### config.mk
export PLATFORM = sky130hd
export DESIGN_NAME = mem_arbiter
export DESIGN_NICKNAME = d
export VERILOG_FILES = /design/src/rtl/mem_arbiter.sv
export SDC_FILE = /design/constraint.sdc
export NUM_CORES = 1
export LEC_CHECK = 0
export CAP_MARGIN = 5
export CORE_ASPECT_RATIO = 0.75
export CORE_MARGIN = 4
export CORE_UTILIZATION = 41
export DETAILED_ROUTE_END_ITERATION = 6
export GPL_TIMING_DRIVEN = 0
export PLACE_DENSITY = 0.81
export SYNTH_ARGS = -nofsm -noshare
export SYNTH_HDL_FRONTEND = slang
export SYNTH_SLANG_ARGS = --single-unit
### constraint.sdc
create_clock -name clock -period 1.7 [get_ports clock]
set_clock_uncertainty 0.05 [all_clocks]
set_input_delay 0.425 -clock clock [delete_from_list [all_inputs] [get_ports clock]]
set_output_delay 0.425 -clock clock [all_outputs]
set_load 0.02 [all_outputs]
### src/rtl/mem_arbiter.sv
// Two-port round-robin arbiter in front of a single fixed-latency memory port.
// CPU and host requests are latched at grant, run for MEM_LATENCY strobe cycles, then acked.
module mem_arbiter #(
    parameter int WORD_SIZE     = 16,
    parameter int MEM_ADDR_SIZE = 16,
    parameter int MEM_LATENCY   = 2
) (
    input  logic                     clock,
    input  logic                     reset,
    input  logic                     cpu_req,
    input  logic                     cpu_we,
    input  logic [MEM_ADDR_SIZE-1:0] cpu_addr,
    input  logic [WORD_SIZE-1:0]     cpu_wdata,
    output logic                     cpu_ack,
    output logic [WORD_SIZE-1:0]     cpu_rdata,
    input  logic                     host_req,
    input  logic                     host_we,
    input  logic [MEM_ADDR_SIZE-1:0] host_addr,
    input  logic [WORD_SIZE-1:0]     host_wdata,
    input  logic                     host_lock,
    output logic                     host_ack,
    output logic [WORD_SIZE-1:0]     host_rdata,
    output logic [MEM_ADDR_SIZE-1:0] mem_address,
    output logic [WORD_SIZE-1:0]     mem_write_data,
    output logic                     mem_read,
    output logic                     mem_write,
    input  logic [WORD_SIZE-1:0]     mem_read_data,
    output logic [1:0]               grant
);

    typedef enum logic [1:0] {IDLE, ACCESS, RESP} state_t;

    localparam int CNT_W = (MEM_LATENCY > 1) ? $clog2(MEM_LATENCY) : 1;
    localparam logic [CNT_W-1:0] CNT_LOAD = CNT_W'(MEM_LATENCY - 1);

    state_t                     state_q, state_d;
    logic [CNT_W-1:0]           cnt_q, cnt_d;
    logic                       owner_host_q, owner_host_d;
    logic                       last_host_q, last_host_d;
    logic                       lock_q, lock_d;
    logic                       we_q, we_d;
    logic [MEM_ADDR_SIZE-1:0]   addr_q, addr_d;
    logic [WORD_SIZE-1:0]       wdata_q, wdata_d;
    logic [WORD_SIZE-1:0]       cpu_rdata_q, cpu_rdata_d;
    logic [WORD_SIZE-1:0]       host_rdata_q, host_rdata_d;
    logic                       pick_host;

    // Host wins when alone, when the CPU was served last, or when its locked burst continues.
    assign pick_host = host_req && (!cpu_req || !last_host_q || lock_q);

    // NOTE: sequential state uses non-blocking assignments so every flop samples pre-edge values.
    always_ff @(posedge clock) begin
        if (!reset) begin
            state_q      <= IDLE;
            cnt_q        <= '0;
            owner_host_q <= 1'b0;
            last_host_q  <= 1'b1;
            lock_q       <= 1'b0;
            we_q         <= 1'b0;
            addr_q       <= '0;
            wdata_q      <= '0;
            cpu_rdata_q  <= '0;
            host_rdata_q <= '0;
        end else begin
            state_q      <= state_d;
            cnt_q        <= cnt_d;
            owner_host_q <= owner_host_d;
            last_host_q  <= last_host_d;
            lock_q       <= lock_d;
            we_q         <= we_d;
            addr_q       <= addr_d;
            wdata_q      <= wdata_d;
            cpu_rdata_q  <= cpu_rdata_d;
            host_rdata_q <= host_rdata_d;
        end
    end

    always_comb begin
        state_d = state_q;
        unique case (state_q)
            IDLE:    if (cpu_req || host_req) state_d = ACCESS;
            ACCESS:  if (cnt_q == '0) state_d = RESP;
            RESP:    state_d = IDLE;
            default: state_d = IDLE;
        endcase
    end

    // NOTE: every signal gets a default before the case so no latch is inferred.
    always_comb begin
        cnt_d        = cnt_q;
        owner_host_d = owner_host_q;
        last_host_d  = last_host_q;
        lock_d       = lock_q;
        we_d         = we_q;
        addr_d       = addr_q;
        wdata_d      = wdata_q;
        cpu_rdata_d  = cpu_rdata_q;
        host_rdata_d = host_rdata_q;
        unique case (state_q)
            IDLE: begin
                if (cpu_req || host_req) begin
                    owner_host_d = pick_host;
                    last_host_d  = pick_host;
                    we_d         = pick_host ? host_we    : cpu_we;
                    addr_d       = pick_host ? host_addr  : cpu_addr;
                    wdata_d      = pick_host ? host_wdata : cpu_wdata;
                    cnt_d        = CNT_LOAD;
                end
            end
            ACCESS: begin
                if (cnt_q != '0) begin
                    cnt_d = cnt_q - 1'b1;
                end else if (!we_q) begin
                    if (owner_host_q) host_rdata_d = mem_read_data;
                    else              cpu_rdata_d  = mem_read_data;
                end
            end
            RESP: begin
                if (owner_host_q) lock_d = host_lock;
            end
            default: ;
        endcase
    end

    always_comb begin
        mem_read       = 1'b0;
        mem_write      = 1'b0;
        mem_address    = '0;
        mem_write_data = '0;
        cpu_ack        = 1'b0;
        host_ack       = 1'b0;
        grant          = 2'b00;
        unique case (state_q)
            ACCESS: begin
                mem_read    = ~we_q;
                mem_write   = we_q;
                mem_address = addr_q;
                if (we_q) mem_write_data = wdata_q;
                grant       = owner_host_q ? 2'b10 : 2'b01;
            end
            RESP: begin
                cpu_ack  = ~owner_host_q;
                host_ack = owner_host_q;
                grant    = owner_host_q ? 2'b10 : 2'b01;
            end
            default: ;
        endcase
    end

    assign cpu_rdata  = cpu_rdata_q;
    assign host_rdata = host_rdata_q;

endmodule

==> impl_results.html <==
<table>
<tr><th>Metric</th><th>Value</th></tr>
<tr><th colspan="2">Clock network</th></tr>
<tr><td>Insertion delay to the later sink of the worst-skew pair</td><td>350 ps</td></tr>
<tr><td>CTS tree</td><td>built</td></tr>
<tr><td>Buffer cell driving the clock tree root</td><td>clkbuf_8</td></tr>
<tr><td>H-tree Lvls</td><td>3</td></tr>
<tr><td>Buffers from clock root to sink, at most</td><td>2</td></tr>
<tr><td>Hold Buf Count CTS</td><td>0</td></tr>
<tr><td>Clock buffers created by TritonCTS</td><td>9</td></tr>
<tr><td>Clock slew at the register clock pins of the worst setup and hold paths</td><td>80 ps</td></tr>
<tr><td>Clock sink count</td><td>71</td></tr>
<tr><th colspan="2">STA</th></tr>
<tr><td>RSZ-0062 raised after global routing</td><td>yes</td></tr>
<tr><td>Crit share post-route</td><td>118%</td></tr>
<tr><td>Final number of hold-violating endpoints</td><td>0</td></tr>
<tr><td>Slew Viols, Final</td><td>0</td></tr>
<tr><td>Final worst setup slack</td><td>-304 ps</td></tr>
<tr><td>Fmax</td><td>499 MHz</td></tr>
<tr><td>Worst relative slew slack</td><td>69.4%</td></tr>
<tr><td>Count of endpoints failing setup in the final report</td><td>55</td></tr>
<tr><td>Transition time at the pin with the least slew margin</td><td>460 ps</td></tr>
<tr><td>Final min period</td><td>2000 ps</td></tr>
<tr><td>Final sum of negative setup slack</td><td>-9750 ps</td></tr>
<tr><th colspan="2">Setup path</th></tr>
<tr><td>Crit Path Class</td><td>reg -&gt; out</td></tr>
<tr><td>WP data required</td><td>1220 ps</td></tr>
<tr><td>Endpoint class of the critical path</td><td>primary output</td></tr>
<tr><td>Critical Path Source Type</td><td>flop</td></tr>
<tr><td>CP max FO</td><td>5</td></tr>
<tr><td>Worst path cell trace</td><td>inv_4 &gt; ha_4 &gt; clkbuf_16 &gt; clkbuf_16 &gt; and2_4 &gt; buf_6</td></tr>
<tr><td>Critical path's slowest cell</td><td>dfxtp_2</td></tr>
<tr><td>Signal arrival time at the worst endpoint</td><td>1530 ps</td></tr>
<tr><td>Reg2reg setup slack</td><td>-80 ps</td></tr>
<tr><td>Cell type group with the largest total delay on the critical path</td><td>buffers and inverters</td></tr>
<tr><td>Biggest cell delay along the critical path</td><td>360 ps</td></tr>
<tr><td>Crit-path most repeated cell</td><td>clkbuf_16</td></tr>
<tr><td>Critical path buffers and inverters</td><td>4</td></tr>
<tr><th colspan="2">Global route</th></tr>
<tr><td>Number of antenna violations at the first check in global routing</td><td>0</td></tr>
<tr><td>Total Routing Usage GR</td><td>26.2%</td></tr>
<tr><td>Overflow after GRT</td><td>0</td></tr>
<tr><td>Pin count of the biggest net entering global routing</td><td>14</td></tr>
<tr><td>First-pass GRT wire length</td><td>19,400 microns</td></tr>
<tr><td>Number of global-route vias before repair</td><td>3,841</td></tr>
<tr><th colspan="2">Floorplanning</th></tr>
<tr><td>Site Rows</td><td>27</td></tr>
<tr><td>Placeable Area</td><td>7470 sq um</td></tr>
<tr><td>Ports placed on the boundary</td><td>157</td></tr>
<tr><td>Initial core utilization</td><td>43.0%</td></tr>
<tr><td>Height of the chip</td><td>84.6 microns</td></tr>
<tr><td>Die area</td><td>9320 sq um</td></tr>
<tr><td>Width of the chip</td><td>110 microns</td></tr>
<tr><th colspan="2">Place</th></tr>
<tr><td>DPL Wire Length</td><td>8430 microns</td></tr>
<tr><td>Instance area at placement</td><td>4920 sq um</td></tr>
<tr><td>Count of buffers from port buffering</td><td>156</td></tr>
<tr><td>Worst setup slack before clock tree synthesis</td><td>-893 ps</td></tr>
<tr><td>Gpl congestion</td><td>0.930</td></tr>
<tr><th colspan="2">Detailed routing</th></tr>
<tr><td>1st-iter DRT viols</td><td>256</td></tr>
<tr><td>Number of antenna-violating nets in the routed design</td><td>0</td></tr>
<tr><td>DR pass1 iterations</td><td>5</td></tr>
<tr><td>Residual DRC count</td><td>0</td></tr>
<tr><td>Average detailed-routed wire length per instance</td><td>17.6 microns</td></tr>
<tr><td>Total Wirelength</td><td>12,600 microns</td></tr>
<tr><td>Vias</td><td>3,894</td></tr>
<tr><td>Vias/cell</td><td>5.45</td></tr>
<tr><th colspan="2">Final layout</th></tr>
<tr><td>Post-layout instance area</td><td>5690 sq um</td></tr>
<tr><td>Antenna cells</td><td>0</td></tr>
<tr><td>Final cell utilization of the core</td><td>76.2%</td></tr>
<tr><td>Final nets</td><td>700</td></tr>
<tr><td>Filler instances</td><td>542</td></tr>
<tr><td>Share of cells above drive strength 1</td><td>26.3%</td></tr>
<tr><td>Area grow syn2layout</td><td>77.3%</td></tr>
<tr><th colspan="2">Pwr</th></tr>
<tr><td>Proportion of power drawn by flip-flops and latches</td><td>35.9%</td></tr>
<tr><td>P_int</td><td>0.00384 W</td></tr>
<tr><td>Sw frac</td><td>34.7%</td></tr>
<tr><td>Power share of the combinational group</td><td>41.1%</td></tr>
<tr><td>Leakage power of the design</td><td>2.39 nW</td></tr>
<tr><td>Power per cell area</td><td>1030 nW/um^2</td></tr>
<tr><td>Pwr Total</td><td>0.00589 W</td></tr>
<tr><td>Switching power summed over all nets</td><td>0.00204 W</td></tr>
<tr><td>Max IR drop VDD</td><td>0.505 mV</td></tr>
<tr><td>Clock network fraction of design power</td><td>23.0%</td></tr>
<tr><th colspan="2">Yosys</th></tr>
<tr><td>Cells after Synth</td><td>414</td></tr>
<tr><td>Synthesized cell area</td><td>3210 sq um</td></tr>
<tr><td>Net count after synthesis</td><td>506</td></tr>
<tr><td>Number of flip-flops and latches in the synthesized netlist</td><td>71</td></tr>
<tr><td>Seq/Total Area, Yosys</td><td>44.3%</td></tr>
<tr><td>Unique masters post-synth</td><td>31</td></tr>
<tr><td>Yosys warning count</td><td>0</td></tr>
<tr><td>Mean instance size in the synthesized netlist</td><td>7.75 sq um</td></tr>
<tr><th colspan="2">Run status</th></tr>
<tr><td>Violations in the final reports</td><td>setup timing</td></tr>
<tr><td>Status</td><td>finished with violations</td></tr>
<tr><th colspan="2">Min path</th></tr>
<tr><td>Worst min-delay path category</td><td>reg -&gt; reg</td></tr>
<tr><th colspan="2">Flow run</th></tr>
<tr><td>Max_cap viols</td><td>0</td></tr>
</table>
==> what timing repair did <==
action                                  CTS  global route
resized for setup                       338            33
pin swaps                                25             5
cloned                                    4             0
buffers inserted                         16             9
endpoints found under the setup margin  119           101
==> synthesized netlist by cell type <==
cell type | number | share of area (%)
dfxtp_1 | 71 | 44
a21oi_1 | 70 | 11
o21ai_0 | 69 | 11
nand2_1 | 67 | 7.8
a31oi_1 | 33 | 6.4
clkbuf_1 | 27 | 3.2
and2_1 | 20 | 3.9
and3_1 | 16 | 3.1
buf_2 | 7 | 1.1
ha_1 | 5 | 1.9
inv_1 | 4 | 0.47
nand3_1 | 3 | 0.47
and2b_1 | 2 | 0.47
buf_1 | 2 | 0.23
nor2_1 | 2 | 0.23
and3b_1 | 1 | 0.27
buf_4 | 1 | 0.23
buf_6 | 1 | 0.35
clkbuf_2 | 1 | 0.16
mux2i_1 | 1 | 0.31
nand3b_1 | 1 | 0.23
nand4bb_1 | 1 | 0.35
nor2b_1 | 1 | 0.20
nor3b_1 | 1 | 0.23
nor4b_4 | 1 | 0.74
nor4bb_1 | 1 | 0.31
o21a_1 | 1 | 0.23
o21ai_2 | 1 | 0.27
or3_1 | 1 | 0.20
or3b_2 | 1 | 0.27
or4b_1 | 1 | 0.31
==> cells in the final DEF, fill, tap and decap left out, types with 5 or more instances in the layout <==
cell type and n:
dfxtp_1 67, and3_4 11, a31oi_1 33, dlygate4sd2_1 32, buf_6 41, a21oi_1 70
clkdlybuf4s50_1 85, clkbuf_1 8, clkbuf_2 10, clkbuf_8 11, o21ai_0 68, buf_2 8
buf_4 25, and3_1 5, nand2_1 66, and2_4 19
==> stage by stage <==
stage,instances,hold WS (ps)
floorplan,414,404
global placement,671,391
detailed placement,671,398
CTS,706,406
global route,714,427
finish,714,404
==> sequential cells by signal, summed over array words and instances, names as in the netlist <==
| name | count |
|---|---|
| wdata_q | 16 |
| host_rdata | 16 |
| we_q | 1 |
| cnt_q | 1 |
| owner_host_q | 1 |
| cpu_rdata | 16 |
| addr_q | 16 |
| last_host_q | 1 |
| state_q | 2 |
| lock_q | 1 |
==> routing by layer <==
layer | wire length (microns) | GRT usage, % | vias to the layer above
met3 | 1050 | 8.61 | 29
li1 | - | - | 1837
met4 | 391 | 9.96 | 0
met1 | 5030 | 32.5 | 1848
met2 | 6110 | 42.1 | 180
met5 | 0 | 0 | -
==> worst register-to-register path, cell delays in order (launching register included) <==
cell and delay (ps):
dfxtp_2 340, inv_4 90, ha_4 180, buf_4 120, buf_6 90, or4b_4 500, buf_6 170, nand2_1 70
a21oi_1 70
==> final cells by class <==
| cell class | instances | area, sq um | share of cell area (%) |
|---|---|---|---|
| flip-flops and latches | 71 | 1430 | 25.2 |
| well taps | 101 | 126 | 2.22 |
| repair buffers | 185 | 1810 | 31.8 |
| clock inverters | 6 | 67.6 | 1.19 |
| inverters | 4 | 20.0 | 0.352 |
| plain buffers | 37 | 302 | 5.30 |
| multi-input cells | 300 | 1800 | 31.7 |
| clock buffers | 10 | 128 | 2.24 |
==> path summary, 6_finish.rpt <==
path | start | to | cells after the start
min reg2reg | host_rdata[1] | host_rdata[1] | 2
max | state_q[1] | mem_address[0] | 6
max reg2reg | state_q[1] | cpu_rdata[12] | 8
min | host_rdata[1] | host_rdata[1] | 2
==> power by group through the flow <==
stage,Combinational [W],Sequential [W],Clock [W]
after detailed placement,0.00179,0.00209,0
after floorplan,0.000962,0.00212,0
after global routing,0.00259,0.00214,0.00144
after global placement,0.00175,0.00208,0
after CTS,0.00224,0.00208,0.00137
final,0.00242,0.00211,0.00136
==> cell families after synthesis <==
family	Yosys count	share of synthesized area [%]
buffers and inverters	43	5.69
AND/OR/NAND/NOR	120	19.1
adder cells (fa/ha/maj)	5	1.95
AO/OA/AOI/OAI	174	28.6
flip-flops	71	44.3
multiplexers	1	0.312
Note: power is estimated with default switching activity, not from simulation.
